**config.mk**
```make
export PLATFORM = sky130hd
export DESIGN_NAME = rom_arbiter
export DESIGN_NICKNAME = d
export VERILOG_FILES = /design/src/rtl/rom_arbiter.sv
export SDC_FILE = /design/constraint.sdc
export NUM_CORES = 1
export LEC_CHECK = 0
export ABC_AREA = 0
export CORE_MARGIN = 3
export CORE_UTILIZATION = 26
export CTS_CLUSTER_SIZE = 40
export DETAILED_ROUTE_END_ITERATION = 12
export GPL_ROUTABILITY_DRIVEN = 1
export GPL_TIMING_DRIVEN = 0
export PLACE_DENSITY = 0.81
export RECOVER_POWER = 100
export SLEW_MARGIN = 20
export SYNTH_ARGS = -nofsm -noshare
export SYNTH_HDL_FRONTEND = slang
export SYNTH_SLANG_ARGS = --single-unit
export TNS_END_PERCENT = 1
```
**constraint.sdc**
```tcl
create_clock -name i_clk -period 2.1 [get_ports i_clk]
set_input_delay 0.42 -clock i_clk [delete_from_list [all_inputs] [get_ports i_clk]]
set_output_delay 0.42 -clock i_clk [all_outputs]
set_load 0.05 [all_outputs]
```
**src/rtl/rom_arbiter.sv**
```systemverilog
// rtl/rom_arbiter.sv - Multi-requester arbiter in front of a synchronous pattern ROM
//
// Purpose:
//   Several sequencers share one synchronous pattern ROM. Each cycle at most one
//   pending request is granted (combinationally), its address is driven to the
//   ROM, and the ROM data returned one cycle later is tagged by a one-hot
//   registered read-valid strobe for the winning requester.
//
// Configuration macro:
//   ROM_ARB_FIXED_PRIO_EN - when defined, the lowest asserted request index always
//   wins and no last-granted pointer exists. When undefined (default), round-robin
//   arbitration starting after the last granted index is used.
//
// Ports:
//   i_clk       - clock, all logic on rising edge
//   i_rst_n     - synchronous active-low reset
//   i_req       - per-requester read request, held until granted
//   i_addr      - packed addresses, requester k at [k*ADDR_W +: ADDR_W]
//   o_gnt       - one-hot combinational grant
//   o_rvalid    - one-hot registered read-data strobe, one cycle after grant
//   o_rdata     - shared read data, passed straight from i_rom_data
//   o_rom_addr  - address to the synchronous ROM (zero when no grant)
//   i_rom_data  - ROM data, valid one cycle after o_rom_addr

module rom_arbiter #(
    parameter int NUM_REQ = 4,
    parameter int ADDR_W  = 8,
    parameter int DATA_W  = 16
) (
    input  logic                      i_clk,
    input  logic                      i_rst_n,
    input  logic [NUM_REQ-1:0]        i_req,
    input  logic [NUM_REQ*ADDR_W-1:0] i_addr,
    output logic [NUM_REQ-1:0]        o_gnt,
    output logic [NUM_REQ-1:0]        o_rvalid,
    output logic [DATA_W-1:0]         o_rdata,
    output logic [ADDR_W-1:0]         o_rom_addr,
    input  logic [DATA_W-1:0]         i_rom_data
);

    localparam int PTR_W = (NUM_REQ > 1) ? $clog2(NUM_REQ) : 1;

    logic [PTR_W-1:0]   w_win;
    logic               w_any;
    logic               w_grant_ok;
    logic [NUM_REQ-1:0] w_gnt;
    logic [NUM_REQ-1:0] r_rvalid;

`ifdef ROM_ARB_FIXED_PRIO_EN
    // Scan from the top down so the lowest asserted index is written last.
    always_comb begin
        w_win = '0;
        w_any = 1'b0;
        for (int i = NUM_REQ - 1; i >= 0; i--) begin
            if (i_req[i]) begin
                w_win = PTR_W'(i);
                w_any = 1'b1;
            end
        end
    end
`else
    logic [PTR_W-1:0] r_last;
    int               w_idx;

    // Candidates are r_last+1 .. r_last+NUM_REQ (mod NUM_REQ). Scanning the
    // offsets from farthest to nearest lets the nearest asserted one win.
    always_comb begin
        w_win = '0;
        w_any = 1'b0;
        w_idx = 0;
        for (int i = NUM_REQ; i >= 1; i--) begin
            w_idx = int'(r_last) + i;
            if (w_idx >= NUM_REQ) begin
                w_idx = w_idx - NUM_REQ;
            end
            if (i_req[w_idx]) begin
                w_win = PTR_W'(w_idx);
                w_any = 1'b1;
            end
        end
    end

    // Pointer moves only on a real grant; reset makes requester 0 first in line.
    always_ff @(posedge i_clk) begin
        if (!i_rst_n) begin
            r_last <= PTR_W'(NUM_REQ - 1);
        end else if (w_any) begin
            r_last <= w_win;
        end
    end
`endif

    assign w_grant_ok = i_rst_n && w_any;

    always_comb begin
        w_gnt = '0;
        if (w_grant_ok) begin
            w_gnt[w_win] = 1'b1;
        end
    end

    always_comb begin
        o_rom_addr = '0;
        if (w_grant_ok) begin
            o_rom_addr = i_addr[int'(w_win)*ADDR_W +: ADDR_W];
        end
    end

    always_ff @(posedge i_clk) begin
        if (!i_rst_n) begin
            r_rvalid <= '0;
        end else begin
            r_rvalid <= w_gnt;
        end
    end

    // A read granted in the cycle before reset asserts would otherwise surface
    // during the reset cycle; masking with reset discards it.
    assign o_rvalid = i_rst_n ? r_rvalid : '0;
    assign o_gnt    = w_gnt;
    assign o_rdata  = i_rom_data;

endmodule
```
**After elaboration in Yosys (flattened, before gate mapping)**

Cells that the tools add are included.

- Add/sub/neg operators: 8
- Order comparisons: 10
- Shift-type cells: 1
- Mux-type cells: 29
- Reduce and logical (&&, ||, !) cells: 2

Operators by type and width:

| cell | number |
|---|---|
| $lt 32x4->1 const B | 4 |
| $mux 32 | 4 |
| $shiftx 32x6->8 | 1 |
| $mux 1 | 13 |
| $sub 3x3->4 const B | 3 |
| $ge 3x3->1 const B | 3 |
| $bmux 1 s2 | 4 |
| $mux 2 | 4 |
| $mux 4 | 2 |
| $mux 8 | 1 |
| $add 2x2->3 const B | 2 |
| $sub 4x3->5 const B | 1 |
| $add 2x3->4 const B | 1 |
| $ge 4x3->1 const B | 1 |
| $add 2x1->3 const B | 1 |
| $lt 2x3->1 const B | 1 |
| $demux 1 s2 | 1 |
| $ge 2x1->1 const B | 1 |
| $logic_and 1x1->1 | 2 |

- Flip-flop bits (word level): 6
- Output and inout port bits: 32

**Depth between registers and ports, before layout**

Gate-level depths: netlist of the first run.

- Depth after elaboration: 15
- Mapped depth: 7
- Mapped depth without buffers: 5

**Worst setup path before layout of the first run**

No wires, ideal clock.

- Kind: input -> output
- Start: input port i_req[2]
- End: output port o_rom_addr[2]
- Arrival: 2023 ps
- Required time: 1680 ps
- Path slack: -343 ps
- Stages on the path: 6
- Cell sequence: nand2b_1 > a21boi_2 > o21ai_4 > buf_4 > mux2i_1 > o22ai_1

- Longest elaborated chain between the ends: 9

RTL lines:

| item | RTL line | text |
|---|---|---|
| from (decl) | 32 | `input logic [NUM_REQ-1:0] i_req,` |
| $bmux 1 s2 | 76 | `if (i_req[w_idx]) begin` |
| $mux 1 (implied by the code) (2 in a row) | 76 |  |
| $mux 2 / $mux 1 (equally long branches) (4 in a row) | 76 |  |
| $shiftx 32x6->8 / $logic_and 1x1->1 (equally long branches) | 105, 93 |  |
| $mux 8 (*) | 104 | `if (w_grant_ok) begin` |
| to (decl) | 37 | `output logic [ADDR_W-1:0] o_rom_addr,` |

Every way passes the cells marked *; elsewhere a longest branch is shown, timed or not. The select of a mux whose other input is x is not followed.

**Worst setup path after layout of the first run**

- Start: register r_last[1]
- End: output port o_rom_addr[5]

- Longest elaborated chain between the ends: 12

RTL lines:

| item | RTL line | text |
|---|---|---|
| from (decl) | 62 | `logic [PTR_W-1:0] r_last;` |
| from (signal assigned) | 86 | `r_last <= PTR_W'(NUM_REQ - 1);` |
| from (signal assigned) | 88 | `r_last <= w_win;` |
| $add 2x3->4 | 72 | `w_idx = int'(r_last) + i;` |
| $sub 4x3->5 / $ge 4x3->1 (equally long branches) | 74, 73 |  |
| $mux 32 | 73 | `if (w_idx >= NUM_REQ) begin` |
| $bmux 1 s2 | 76 |  |
| $mux 1 (implied by the code) (2 in a row) | 76 |  |
| $mux 2 / $mux 1 (equally long branches) (4 in a row) | 76 |  |
| $shiftx 32x6->8 / $logic_and 1x1->1 (equally long branches) | 105, 93 |  |
| $mux 8 (*) | 104 |  |

Marks and branches as above.

==> impl_metrics.prom, run 1 <==
# TYPE chip_impl_metric gauge
chip_impl_info{name="status",value="complete, but fails checks"} 1
chip_impl_info{name="violations_in_the_final_reports",value="negative setup slack"} 1
chip_impl_metric{name="critical_path_peak_fanout",unit=""} 7
chip_impl_metric{name="dr.pass1.iters",unit=""} 2
chip_impl_metric{name="clock_pin_slew_worst_setup_and_hold_paths",unit="ns"} 0.05
chip_impl_metric{name="grt_pass1_wl",unit="mm"} 3.70
chip_impl_metric{name="finalCriticalPeriod",unit="ns"} 2.24
chip_impl_info{name="r2r_start",value="r_last[1]"} 1
chip_impl_metric{name="place.gp.congestion",unit=""} 0.672
chip_impl_metric{name="ys_seq_area_share",unit="%"} 17.5
chip_impl_metric{name="die_width",unit="um"} 57.4
chip_impl_metric{name="route.detailed.drc",unit=""} 0
chip_impl_metric{name="report.final.setup_viol",unit=""} 9
chip_impl_metric{name="vias_in_the_first_global_route",unit=""} 923
chip_impl_metric{name="cell_area_after_synthesis",unit="um^2"} 688
chip_impl_metric{name="area_delta_synth_final",unit="%"} 136
chip_impl_metric{name="setup_slack",unit="ns"} -0.143
chip_impl_metric{name="ys_async_rst_share",unit="%"} 0
chip_impl_info{name="worst_setup_path_end_kind",value="output pin"} 1
chip_impl_metric{name="detailed_placement_wirelength_estimate",unit="mm"} 1.97
chip_impl_metric{name="detailedRoute.firstIterationViolations",unit=""} 12
chip_impl_metric{name="cellPowerDensity",unit="nW/um^2"} 514
chip_impl_info{name="holdCritPathClass",value="reg2reg"} 1
chip_impl_metric{name="fill_cells",unit=""} 201
chip_impl_metric{name="worstHoldPathCells",unit=""} 1
chip_impl_metric{name="holdBufCountCts",unit=""} 0
chip_impl_metric{name="reg2reg_setup_slack",unit="ns"} 0.63
chip_impl_info{name="kind_of_critical_path",value="reg2out"} 1
chip_impl_metric{name="max-clock-path-buffers",unit=""} 2
chip_impl_metric{name="overflow",unit=""} 0
chip_impl_metric{name="worst_ep_arrival_time",unit="ns"} 1.82
chip_impl_metric{name="io_pins",unit=""} 86
chip_impl_metric{name="max_slew_violation_total_from_the_final_report",unit=""} 0
chip_impl_metric{name="synth_seq_cells",unit=""} 6
chip_impl_metric{name="final_instance_count_excl_fillers",unit=""} 189
chip_impl_metric{name="layout.area.seq",unit="um^2"} 124
chip_impl_metric{name="post_synth.cell_area_avg",unit="um^2"} 8.50
chip_impl_metric{name="synth.yosys.warnings",unit=""} 0
chip_impl_metric{name="postSynthCellCount",unit=""} 81
chip_impl_metric{name="core_area",unit="um^2"} 2500
chip_impl_metric{name="gr-usage-all-layers",unit="%"} 13.6
chip_impl_metric{name="routed_wl",unit="mm"} 2.44
chip_impl_info{name="hold_end",value="r_last[0]"} 1
chip_impl_metric{name="row_count",unit=""} 18
chip_impl_metric{name="peakVddDrop",unit="mV"} 0.411
chip_impl_info{name="rsz_0062_raised_after_global_routing",value="true"} 1
chip_impl_metric{name="buffer_ports.inserted",unit=""} 69
chip_impl_metric{name="drv_cap",unit=""} 0
chip_impl_info{name="min_from",value="r_last[0]"} 1
chip_impl_metric{name="report.final.hold_viol_count",unit=""} 0
chip_impl_metric{name="diodes",unit=""} 0
chip_impl_metric{name="fmax",unit="MHz"} 446
chip_impl_metric{name="slew-limit-headroom",unit="%"} 65.5
chip_impl_metric{name="count_of_vias_placed_by_the_detailed_router",unit=""} 882
chip_impl_info{name="cts_tree",value="yes"} 1
chip_impl_metric{name="tritoncts.num_buffers",unit=""} 3
chip_impl_metric{name="average_wire_per_standard_cell",unit="um"} 12.9
chip_impl_metric{name="final_antenna_net_count",unit=""} 0
chip_impl_metric{name="critical_path_required",unit="ns"} 1.68
chip_impl_metric{name="avgViaCountPerCell",unit=""} 4.67
chip_impl_metric{name="multi_input_area",unit="um^2"} 493
chip_impl_metric{name="final_net_count",unit=""} 215
chip_impl_metric{name="maximum_number_of_pins_on_one_net_before_global_route_repair",unit=""} 11
chip_impl_metric{name="cts_max_level",unit=""} 1
chip_impl_metric{name="effective_utilization_at_floorplan",unit="%"} 27.5
chip_impl_metric{name="synthDistinctLibCells",unit=""} 22
chip_impl_metric{name="worst_skew_pair.late_latency",unit="ns"} 0.23
chip_impl_info{name="worst_setup_path_start_kind",value="flop"} 1
chip_impl_metric{name="r2r_cells",unit=""} 6
chip_impl_info{name="ys_dominant_reg_cell",value="sky130_fd_sc_hd__dfxtp_1"} 1
chip_impl_metric{name="numClockSinks",unit=""} 6
chip_impl_info{name="crit_reg_reg_endpoint",value="r_last[0]"} 1
chip_impl_metric{name="final.setup_skew",unit="ns"} 0.00338
chip_impl_metric{name="grt_antenna_before_repair",unit=""} 0
chip_impl_metric{name="drive_gt1_share",unit="%"} 42.8
chip_impl_metric{name="edff_count_synth",unit=""} 0
chip_impl_metric{name="floorplan.die_area",unit="um^2"} 3300
chip_impl_metric{name="placed_cells_incl_taps",unit=""} 180
chip_impl_metric{name="power.leakage",unit="uW"} 0.000726
chip_impl_info{name="clock_root_buffer_master",value="sky130_fd_sc_hd__clkbuf_4"} 1
chip_impl_metric{name="final_clock_period_utilization_by_the_worst_path",unit="%"} 107
chip_impl_metric{name="die_h",unit="um"} 57.4
chip_impl_metric{name="timing_worst_slew_pin_value",unit="ns"} 0.516
chip_impl_metric{name="syn-num-nets",unit=""} 135
chip_impl_metric{name="total_power",unit="uW"} 834
-- registers in the layout, indices dropped and copies added, names as in the netlist --
name	flops
r_last	2
r_rvalid	4
-- routing by layer --
| metal | track usage, % | vias to the layer above | part of all wire [%] |
|---|---|---|---|
| met5 | 0 | - | 0 |
| li1 | - | 427 | - |
| met3 | 1.81 | 0 | 8.1 |
| met4 | 2.65 | 0 | 0 |
| met2 | 26.8 | 53 | 57 |
| met1 | 15.2 | 402 | 35 |
-- worst max-delay path, cell delays in order (launching register included) --
cell	delay, ns
sky130_fd_sc_hd__dfxtp_4	0.38
sky130_fd_sc_hd__mux2i_1	0.19
sky130_fd_sc_hd__o22a_1	0.19
sky130_fd_sc_hd__o21ai_4	0.09
sky130_fd_sc_hd__buf_6	0.13
sky130_fd_sc_hd__buf_6	0.11
sky130_fd_sc_hd__mux2i_2	0.14
sky130_fd_sc_hd__o22ai_2	0.18
sky130_fd_sc_hd__buf_6	0.18
-- cells by family after synthesis --
group / synth area share, %
buffers and inverters: 25.1
AND/OR/NAND/NOR: 16.0
multiplexers: 24.7
AO/OA/AOI/OAI: 16.7
flip-flops: 17.5
-- report_power, final --
part           switching (uW)  internal [uW]  total, uW  leakage, uW
clock network            36.9           64.3        101    0.0000138
logic                     312            289        601     0.000663
registers                6.60            125        132    0.0000497
total                     355            478        834     0.000726
-- layout by cell type, fill, tap and decap left out, types with 3 or more instances in the layout --
| cell type | n |
|---|---|
| sky130_fd_sc_hd__o22ai_2 | 9 |
| sky130_fd_sc_hd__buf_2 | 3 |
| sky130_fd_sc_hd__dlygate4sd3_1 | 16 |
| sky130_fd_sc_hd__dlygate4sd2_1 | 5 |
| sky130_fd_sc_hd__dfxtp_1 | 5 |
| sky130_fd_sc_hd__buf_6 | 18 |
| sky130_fd_sc_hd__mux2i_2 | 5 |
| sky130_fd_sc_hd__nor2_1 | 4 |
| sky130_fd_sc_hd__mux2i_1 | 12 |
| sky130_fd_sc_hd__clkdlybuf4s50_1 | 32 |
| sky130_fd_sc_hd__clkbuf_4 | 4 |
| sky130_fd_sc_hd__buf_4 | 18 |
-- worst max-delay path by stage --
stage | start | endpoint | slack (ns) | cells after the start
detailed placement | i_req[0] | o_rom_addr[5] | -1.25 | 8
floorplan | i_req[2] | o_gnt[3] | -0.23 | 5
global placement | i_req[0] | o_rom_addr[7] | -1.20 | 8
global route | r_last[1] | o_rom_addr[5] | -0.25 | 8
finish | r_last[1] | o_rom_addr[5] | -0.14 | 8
CTS | r_last[1] | o_rom_addr[5] | -0.20 | 9
-- stage by stage --
step	utilization, %	cell area, um^2	setup WS (ns)	setup TNS [ns]	hold slack, ns
global route	64.9	1620	-0.249	-2.02	0.529
global placement	58.8	1470	-1.20	-14.76	0.484
floorplan	-	741	-0.232	-0.717	0.459
CTS	64.9	1620	-0.196	-1.52	0.499
finish	64.9	1620	-0.143	-0.922	0.498
detailed placement	58.8	1470	-1.25	-15.29	0.497
-- Yosys cell counts, types with 2 or more instances --
library cell / n / area [um^2]
sky130_fd_sc_hd__and2_1: 4 / 25.0
sky130_fd_sc_hd__buf_2: 2 / 10.0
sky130_fd_sc_hd__buf_4: 18 / 135
sky130_fd_sc_hd__dfxtp_1: 6 / 120
sky130_fd_sc_hd__inv_1: 2 / 7.51
sky130_fd_sc_hd__mux2i_1: 17 / 170
sky130_fd_sc_hd__nand2b_1: 2 / 12.5
sky130_fd_sc_hd__nor2_1: 5 / 18.8
sky130_fd_sc_hd__nor2b_1: 4 / 25.0
sky130_fd_sc_hd__o22ai_1: 9 / 56.3
-- timing repair --
item	4_1_cts	5_1_grt
gates cloned	1	0
setup buffers	6	0
gates resized for setup	119	8
endpoints found under the setup margin	16	12
pin swaps	8	6
hold endpoints to repair	0	0
-- layout make-up --
class,count,share of cell area [%]
multi-input cells,52,30.4
inverters,2,0.463
repair buffers,76,47.1
plain buffers,20,10.7
clock buffers,3,1.39
flip-flops and latches,6,7.64
well taps,30,2.31
Note: power is estimated with default switching activity, not from simulation.
==> inputs of run 2 (changes only) <==
Settings changed: CELL_PAD_IN_SITES_DETAIL_PLACEMENT set to 1, CELL_PAD_IN_SITES_GLOBAL_PLACEMENT set to 2, CORE_UTILIZATION 26 to 11, CTS_CLUSTER_DIAMETER set to 200, PLACE_DENSITY 0.81 to unset, PLACE_DENSITY_LB_ADDON set to 0.1.
==> impl_metrics.prom, run 2 (synthesis gave the netlist of run 1 again) <==
# TYPE chip_impl_metric gauge
chip_impl_info{name="status",value="complete, but fails checks"} 1
chip_impl_info{name="violations_in_the_final_reports",value="negative setup slack"} 1
chip_impl_metric{name="setup_slack",unit="ns"} -0.138
chip_impl_info{name="clock_root_buffer_master",value="sky130_fd_sc_hd__clkbuf_8"} 1
chip_impl_metric{name="detailedRoute.firstIterationViolations",unit=""} 6
chip_impl_metric{name="report.final.setup_viol",unit=""} 11
chip_impl_metric{name="peakVddDrop",unit="mV"} 0.211
chip_impl_metric{name="dp_worst_setup_slack",unit="ns"} -1.32
chip_impl_metric{name="die_width",unit="um"} 85.1
chip_impl_metric{name="postLayoutCoreUtil",unit="%"} 28.5
chip_impl_metric{name="detailed_placement_wirelength_estimate",unit="mm"} 2.29
chip_impl_metric{name="critical_path_required",unit="ns"} 1.68
chip_impl_info{name="worst_setup_path_end_kind",value="output pin"} 1
chip_impl_metric{name="grt_pass1_wl",unit="mm"} 4.40
chip_impl_metric{name="slew-limit-headroom",unit="%"} 65.0
chip_impl_metric{name="final.setup_skew",unit="ns"} 0.000300
chip_impl_metric{name="numClockSinks",unit=""} 6
chip_impl_metric{name="routed_wl",unit="mm"} 2.79
chip_impl_metric{name="cellPowerDensity",unit="nW/um^2"} 531
chip_impl_metric{name="finalCriticalPeriod",unit="ns"} 2.24
chip_impl_metric{name="row_count",unit=""} 28
chip_impl_metric{name="report.final.hold_viol_count",unit=""} 0
chip_impl_metric{name="total_power",unit="uW"} 906
chip_impl_metric{name="multi_input_area",unit="um^2"} 483
chip_impl_metric{name="holdBufCountCts",unit=""} 0
chip_impl_metric{name="clock_pin_slew_worst_setup_and_hold_paths",unit="ns"} 0.04
chip_impl_metric{name="drv_cap",unit=""} 0
chip_impl_info{name="layout_top_registers",value="r_rvalid: 4 flops, r_last: 2 flops"} 1
chip_impl_metric{name="overflow",unit=""} 0
chip_impl_metric{name="final_net_count",unit=""} 216
chip_impl_metric{name="final_clock_period_utilization_by_the_worst_path",unit="%"} 107
chip_impl_metric{name="max-clock-path-buffers",unit=""} 2
chip_impl_info{name="crit_path_frequent_cell",value="sky130_fd_sc_hd__buf_6"} 1
chip_impl_metric{name="effective_utilization_at_floorplan",unit="%"} 11.5
chip_impl_metric{name="route.detailed.drc",unit=""} 0
chip_impl_metric{name="worst_skew_pair.late_latency",unit="ns"} 0.22
chip_impl_metric{name="final_antenna_net_count",unit=""} 0
chip_impl_metric{name="die_h",unit="um"} 85.1
chip_impl_info{name="mostFrequentLayoutCell",value="sky130_fd_sc_hd__clkdlybuf4s50_1"} 1
chip_impl_metric{name="timing_worst_slew_pin_value",unit="ns"} 0.524
chip_impl_metric{name="vias_in_the_first_global_route",unit=""} 965
chip_impl_metric{name="buffer_ports.inserted",unit=""} 69
chip_impl_metric{name="cts_max_level",unit=""} 1
chip_impl_metric{name="flip_flop_count_of_the_largest_register_all_copies_and_words_added",unit=""} 4
chip_impl_info{name="largest_register",value="r_rvalid"} 1
chip_impl_metric{name="diodes",unit=""} 0
chip_impl_metric{name="crit_path_max_incr_delay",unit="ns"} 0.31
chip_impl_metric{name="groute.layer.met2.usage",unit="%"} 13.1
chip_impl_info{name="commonest_cells_after_routing_fill_and_taps_aside",value="sky130_fd_sc_hd__clkdlybuf4s50_1 (32), sky130_fd_sc_hd__buf_6 (20), sky130_fd_sc_hd__buf_4 (17)"} 1
chip_impl_metric{name="average_wire_per_standard_cell",unit="um"} 11.9
chip_impl_metric{name="worst_ep_arrival_time",unit="ns"} 1.82
chip_impl_metric{name="met1_usage",unit="%"} 8.19
chip_impl_info{name="rsz_0062_raised_after_global_routing",value="true"} 1
chip_impl_metric{name="fill_cells",unit=""} 709
chip_impl_metric{name="floorplan.die_area",unit="um^2"} 7240
chip_impl_metric{name="critical_path_peak_fanout",unit=""} 7
chip_impl_info{name="worst_setup_path_start_kind",value="flop"} 1
chip_impl_metric{name="grt_antenna_before_repair",unit=""} 0
chip_impl_info{name="gr-max-usage-layer",value="met2"} 1
chip_impl_metric{name="grt_met3_use",unit="%"} 4.27
chip_impl_info{name="cts_tree",value="yes"} 1
chip_impl_metric{name="io_pins",unit=""} 86
chip_impl_metric{name="maximum_number_of_pins_on_one_net_before_global_route_repair",unit=""} 11
chip_impl_info{name="kind_of_critical_path",value="reg2out"} 1
chip_impl_metric{name="layout.area.seq",unit="um^2"} 121
chip_impl_metric{name="fin_hold_ws",unit="ns"} 0.510
chip_impl_metric{name="power.leakage",unit="uW"} 0.000742
chip_impl_metric{name="tritoncts.num_buffers",unit=""} 3
chip_impl_metric{name="dr.pass1.iters",unit=""} 4
chip_impl_metric{name="avgViaCountPerCell",unit=""} 3.73
chip_impl_info{name="worst_path_max_delay_cell",value="sky130_fd_sc_hd__dfxtp_2"} 1
chip_impl_metric{name="gr-usage-all-layers",unit="%"} 7.63
chip_impl_info{name="worst_path_cell_chain",value="buf_6, mux2i_1, o22a_1, o21ai_4, buf_6, buf_6, mux2i_2, o22ai_2, buf_6"} 1
chip_impl_metric{name="post-route-cell-area",unit="um^2"} 1710
chip_impl_metric{name="max_slew_violation_total_from_the_final_report",unit=""} 0
chip_impl_info{name="holdCritPathClass",value="reg2reg"} 1
chip_impl_metric{name="fmax",unit="MHz"} 447
chip_impl_metric{name="core_area",unit="um^2"} 5990
chip_impl_metric{name="count_of_vias_placed_by_the_detailed_router",unit=""} 876
chip_impl_metric{name="drive_gt1_share",unit="%"} 41.3
chip_impl_metric{name="place.gp.congestion",unit=""} 0.627
chip_impl_metric{name="dpl-instance-area",unit="um^2"} 1530
chip_impl_metric{name="area_delta_synth_final",unit="%"} 148
chip_impl_metric{name="reg2reg_setup_slack",unit="ns"} 0.61
run 2: worst paths after layout:
path / end / start / cells after the start
setup / recovery: o_rom_addr[5] / r_last[1] / 9
hold / removal: r_last[0] / r_last[0] / 1
hold reg to reg: r_last[0] / r_last[0] / 1
setup reg to reg: r_last[0] / r_last[1] / 7
run 2: per-stage QoR:
stage	cells	setup TNS (ns)
after floorplan	81	-0.717
after global placement	225	-16.35
after detailed placement	225	-16.37
after CTS	235	-1.27
after global routing	235	-2.88
final	235	-1.17
run 2: area by class of cell:
class	instances	share of cell area, %
flip-flops and latches	6	7.11
inverters	2	0.440
repair buffers	76	45.4
clock buffers	3	2.42
well taps	75	5.49
multi-input cells	52	28.3
plain buffers	21	10.8
run 2: where the power goes:
part           switching, uW  internal, uW
sequential              4.06           126
clock                   47.0           123
combinational            318           289
total                    369           537
run 2: worst max-delay path, delay by kind of cell (launching register included):
kind	cells	cell delay, ns
buffers and inverters	4	0.55
AOI/OAI and AO/OA	3	0.42
muxes	2	0.31
DFF	1	0.31
run 2: what timing repair did:
action                                  CTS  global route
resized for setup                       118             7
endpoints found under the setup margin   16            12
pin swaps                                 5             1
setup buffers                             6             0
gates cloned                              1             0
run 2: routing by layer:
layer	up-vias	part of all wire, %
met3	2	14
met5	-	0
met4	0	0.54
li1	430	-
met2	53	48
met1	391	37
==> inputs of run 3 (changes only) <==
Settings changed: CAP_MARGIN set to 20, CORE_UTILIZATION 11 to 27, DONT_BUFFER_PORTS set to 1.
==> impl_metrics.prom, run 3 (synthesis gave the netlist of run 1 again) <==
# TYPE chip_impl_metric gauge
chip_impl_metric{name="effective_utilization_at_floorplan",unit="%"} 29.7
chip_impl_metric{name="core_area",unit="um^2"} 2320
chip_impl_metric{name="drive_gt1_share",unit="%"} 38.9
chip_impl_metric{name="post-route-cell-area",unit="um^2"} 952
chip_impl_metric{name="cellPowerDensity",unit="nW/um^2"} 746
chip_impl_metric{name="dr.pass1.iters",unit=""} 2
chip_impl_info{name="status",value="complete, but fails checks"} 1
chip_impl_metric{name="power.leakage",unit="uW"} 0.000362
chip_impl_metric{name="final_antenna_net_count",unit=""} 0
chip_impl_metric{name="critical_path_required",unit="ns"} 1.68
chip_impl_metric{name="holdBufCountCts",unit=""} 0
chip_impl_metric{name="final_instance_count_excl_fillers",unit=""} 118
chip_impl_metric{name="report.final.setup_viol",unit=""} 10
chip_impl_metric{name="row_count",unit=""} 17
chip_impl_metric{name="max_slew_violation_total_from_the_final_report",unit=""} 0
chip_impl_metric{name="detailedRoute.firstIterationViolations",unit=""} 5
chip_impl_metric{name="setup_slack",unit="ns"} -0.146
chip_impl_metric{name="fmax",unit="MHz"} 445
chip_impl_info{name="clock_root_buffer_master",value="sky130_fd_sc_hd__clkbuf_4"} 1
chip_impl_metric{name="flip_flop_count_of_the_largest_register_all_copies_and_words_added",unit=""} 4
chip_impl_info{name="commonest_cells_after_routing_fill_and_taps_aside",value="sky130_fd_sc_hd__clkbuf_1 (16), sky130_fd_sc_hd__mux2i_1 (15), sky130_fd_sc_hd__o22ai_4 (8)"} 1
chip_impl_metric{name="diodes",unit=""} 0
chip_impl_metric{name="count_of_vias_placed_by_the_detailed_router",unit=""} 643
chip_impl_metric{name="avgViaCountPerCell",unit=""} 5.45
chip_impl_metric{name="timing_worst_slew_pin_value",unit="ns"} 0.601
chip_impl_metric{name="numClockSinks",unit=""} 6
chip_impl_metric{name="report.final.hold_viol_count",unit=""} 0
chip_impl_info{name="kind_of_critical_path",value="reg2out"} 1
chip_impl_metric{name="peakVddDrop",unit="mV"} 0.292
chip_impl_metric{name="max-clock-path-buffers",unit=""} 2
chip_impl_metric{name="gr-usage-all-layers",unit="%"} 12.7
chip_impl_metric{name="die_width",unit="um"} 56.5
chip_impl_info{name="largest_register",value="r_rvalid"} 1
chip_impl_info{name="crit_start",value="r_last[1]"} 1
chip_impl_info{name="worst_setup_path_start_kind",value="flop"} 1
chip_impl_metric{name="overflow",unit=""} 0
chip_impl_metric{name="critical_path_peak_fanout",unit=""} 7
chip_impl_metric{name="route.detailed.drc",unit=""} 0
chip_impl_metric{name="area_delta_synth_final",unit="%"} 38.4
chip_impl_metric{name="total_power",unit="uW"} 710
chip_impl_metric{name="grt_antenna_before_repair",unit=""} 0
chip_impl_metric{name="io_pins",unit=""} 86
chip_impl_info{name="mostFrequentLayoutCell",value="sky130_fd_sc_hd__clkbuf_1"} 1
chip_impl_info{name="layout_top_registers",value="r_rvalid: 4 flops, r_last: 2 flops"} 1
chip_impl_info{name="holdCritPathClass",value="in2reg"} 1
chip_impl_info{name="crit_reg_reg_endpoint",value="r_last[0]"} 1
chip_impl_metric{name="buffer_ports.inserted",unit=""} 0
chip_impl_info{name="rsz_0062_raised_after_global_routing",value="true"} 1
chip_impl_metric{name="worst_ep_arrival_time",unit="ns"} 1.83
chip_impl_metric{name="vias_in_the_first_global_route",unit=""} 675
chip_impl_metric{name="clock_pin_slew_worst_setup_and_hold_paths",unit="ns"} 0.05
chip_impl_metric{name="setup_total_negative_slack",unit="ns"} -1.09
chip_impl_info{name="r2r_start",value="r_last[1]"} 1
chip_impl_metric{name="detailed_placement_wirelength_estimate",unit="mm"} 1.58
chip_impl_metric{name="placed_cells_incl_taps",unit=""} 109
chip_impl_metric{name="final_net_count",unit=""} 146
chip_impl_info{name="min_from",value="i_rst_n"} 1
chip_impl_info{name="cts_tree",value="yes"} 1
chip_impl_metric{name="postLayoutCoreUtil",unit="%"} 41.1
chip_impl_metric{name="drv_cap",unit=""} 0
chip_impl_metric{name="die_h",unit="um"} 56.5
chip_impl_metric{name="floorplan.die_area",unit="um^2"} 3190
chip_impl_metric{name="finalCriticalPeriod",unit="ns"} 2.25
chip_impl_info{name="worst_setup_path_end_kind",value="output pin"} 1
chip_impl_metric{name="routed_wl",unit="mm"} 2.10
chip_impl_metric{name="grt_pass1_wl",unit="mm"} 3.25
chip_impl_metric{name="average_wire_per_standard_cell",unit="um"} 17.8
chip_impl_metric{name="dpl-instance-area",unit="um^2"} 776
chip_impl_metric{name="maximum_number_of_pins_on_one_net_before_global_route_repair",unit=""} 11
chip_impl_metric{name="worst_skew_pair.late_latency",unit="ns"} 0.25
chip_impl_info{name="hold_end",value="r_last[1]"} 1
chip_impl_metric{name="final_clock_period_utilization_by_the_worst_path",unit="%"} 107
chip_impl_info{name="violations_in_the_final_reports",value="negative setup slack"} 1
chip_impl_metric{name="final.setup_skew",unit="ns"} 0.00836
chip_impl_metric{name="r2r_cells",unit=""} 5
chip_impl_metric{name="slew-limit-headroom",unit="%"} 60.1
chip_impl_metric{name="reg2reg_setup_slack",unit="ns"} 0.73
chip_impl_metric{name="worstHoldPathCells",unit=""} 1
chip_impl_metric{name="place.gp.congestion",unit=""} 0.626
chip_impl_metric{name="tritoncts.num_buffers",unit=""} 3
chip_impl_metric{name="cts_max_level",unit=""} 1
run 3: changes by cell type in the layout (fill, tap and decap cells not counted), moves of 3 or more:
cell,previous run,this run
sky130_fd_sc_hd__buf_6,20,1
sky130_fd_sc_hd__dlygate4sd2_1,5,0
sky130_fd_sc_hd__o22ai_2,9,1
sky130_fd_sc_hd__o22ai_4,0,8
sky130_fd_sc_hd__buf_4,17,5
sky130_fd_sc_hd__dlygate4sd3_1,16,0
sky130_fd_sc_hd__clkbuf_8,3,0
sky130_fd_sc_hd__clkdlybuf4s50_1,32,0
sky130_fd_sc_hd__clkbuf_4,0,3
sky130_fd_sc_hd__clkbuf_1,1,16
run 3: timing repair:
item	in CTS	in global routing
gates resized for setup	30	5
setup endpoints to repair	12	12
pin swaps	13	4
setup buffers	4	2
gates cloned	1	0
run 3: layout make-up:
type / instances / area (um^2)
Fill cell: 280 / 1370
Inverter: 2 / 7.51
Timing Repair Buffer: 7 / 76.3
Buffer: 20 / 130
Tap cell: 28 / 35.0
Multi-Input combinational cell: 52 / 556
Clock buffer: 3 / 22.5
Sequential cell: 6 / 125
run 3: worst max-delay path by stage:
stage / to / slack, ns / cells past startpoint
3_3_place_gp: o_gnt[0] / -0.37 / 7
4_1_cts: o_rom_addr[6] / -0.16 / 7
5_1_grt: o_rom_addr[7] / -0.24 / 7
2_1_floorplan: o_gnt[3] / -0.23 / 5
6_report: o_rom_addr[7] / -0.15 / 7
3_5_place_dp: o_gnt[0] / -0.35 / 7
run 3: where the power goes:
part | switching [uW] | internal (uW)
registers | 7.14 | 125
logic | 304 | 163
clock network | 45.5 | 64.9
total | 357 | 353
run 3: worst max-delay path, cell delays in order, from the launching register on:
cell and delay, ns:
sky130_fd_sc_hd__dfxtp_4 0.38, sky130_fd_sc_hd__a21oi_2 0.06, sky130_fd_sc_hd__a31o_1 0.19, sky130_fd_sc_hd__o22ai_2 0.16, sky130_fd_sc_hd__nand3b_1 0.12, sky130_fd_sc_hd__buf_6 0.15
sky130_fd_sc_hd__buf_12 0.14, sky130_fd_sc_hd__o22ai_4 0.37
run 3: through the flow:
stage          worst slack (ns)  hold slack (ns)
2_1_floorplan            -0.232            0.459
3_3_place_gp             -0.368            0.494
3_5_place_dp             -0.354            0.499
4_1_cts                  -0.165            0.247
5_1_grt                  -0.242            0.242
6_report                 -0.146            0.247
run 3: layer usage:
layer	wire (um)	track usage, %	vias up
li1	-	-	289
met1	716	14.1	295
met2	1060	21.3	55
met3	300	5.06	4
met4	22	5.08	0
met5	0	0	-
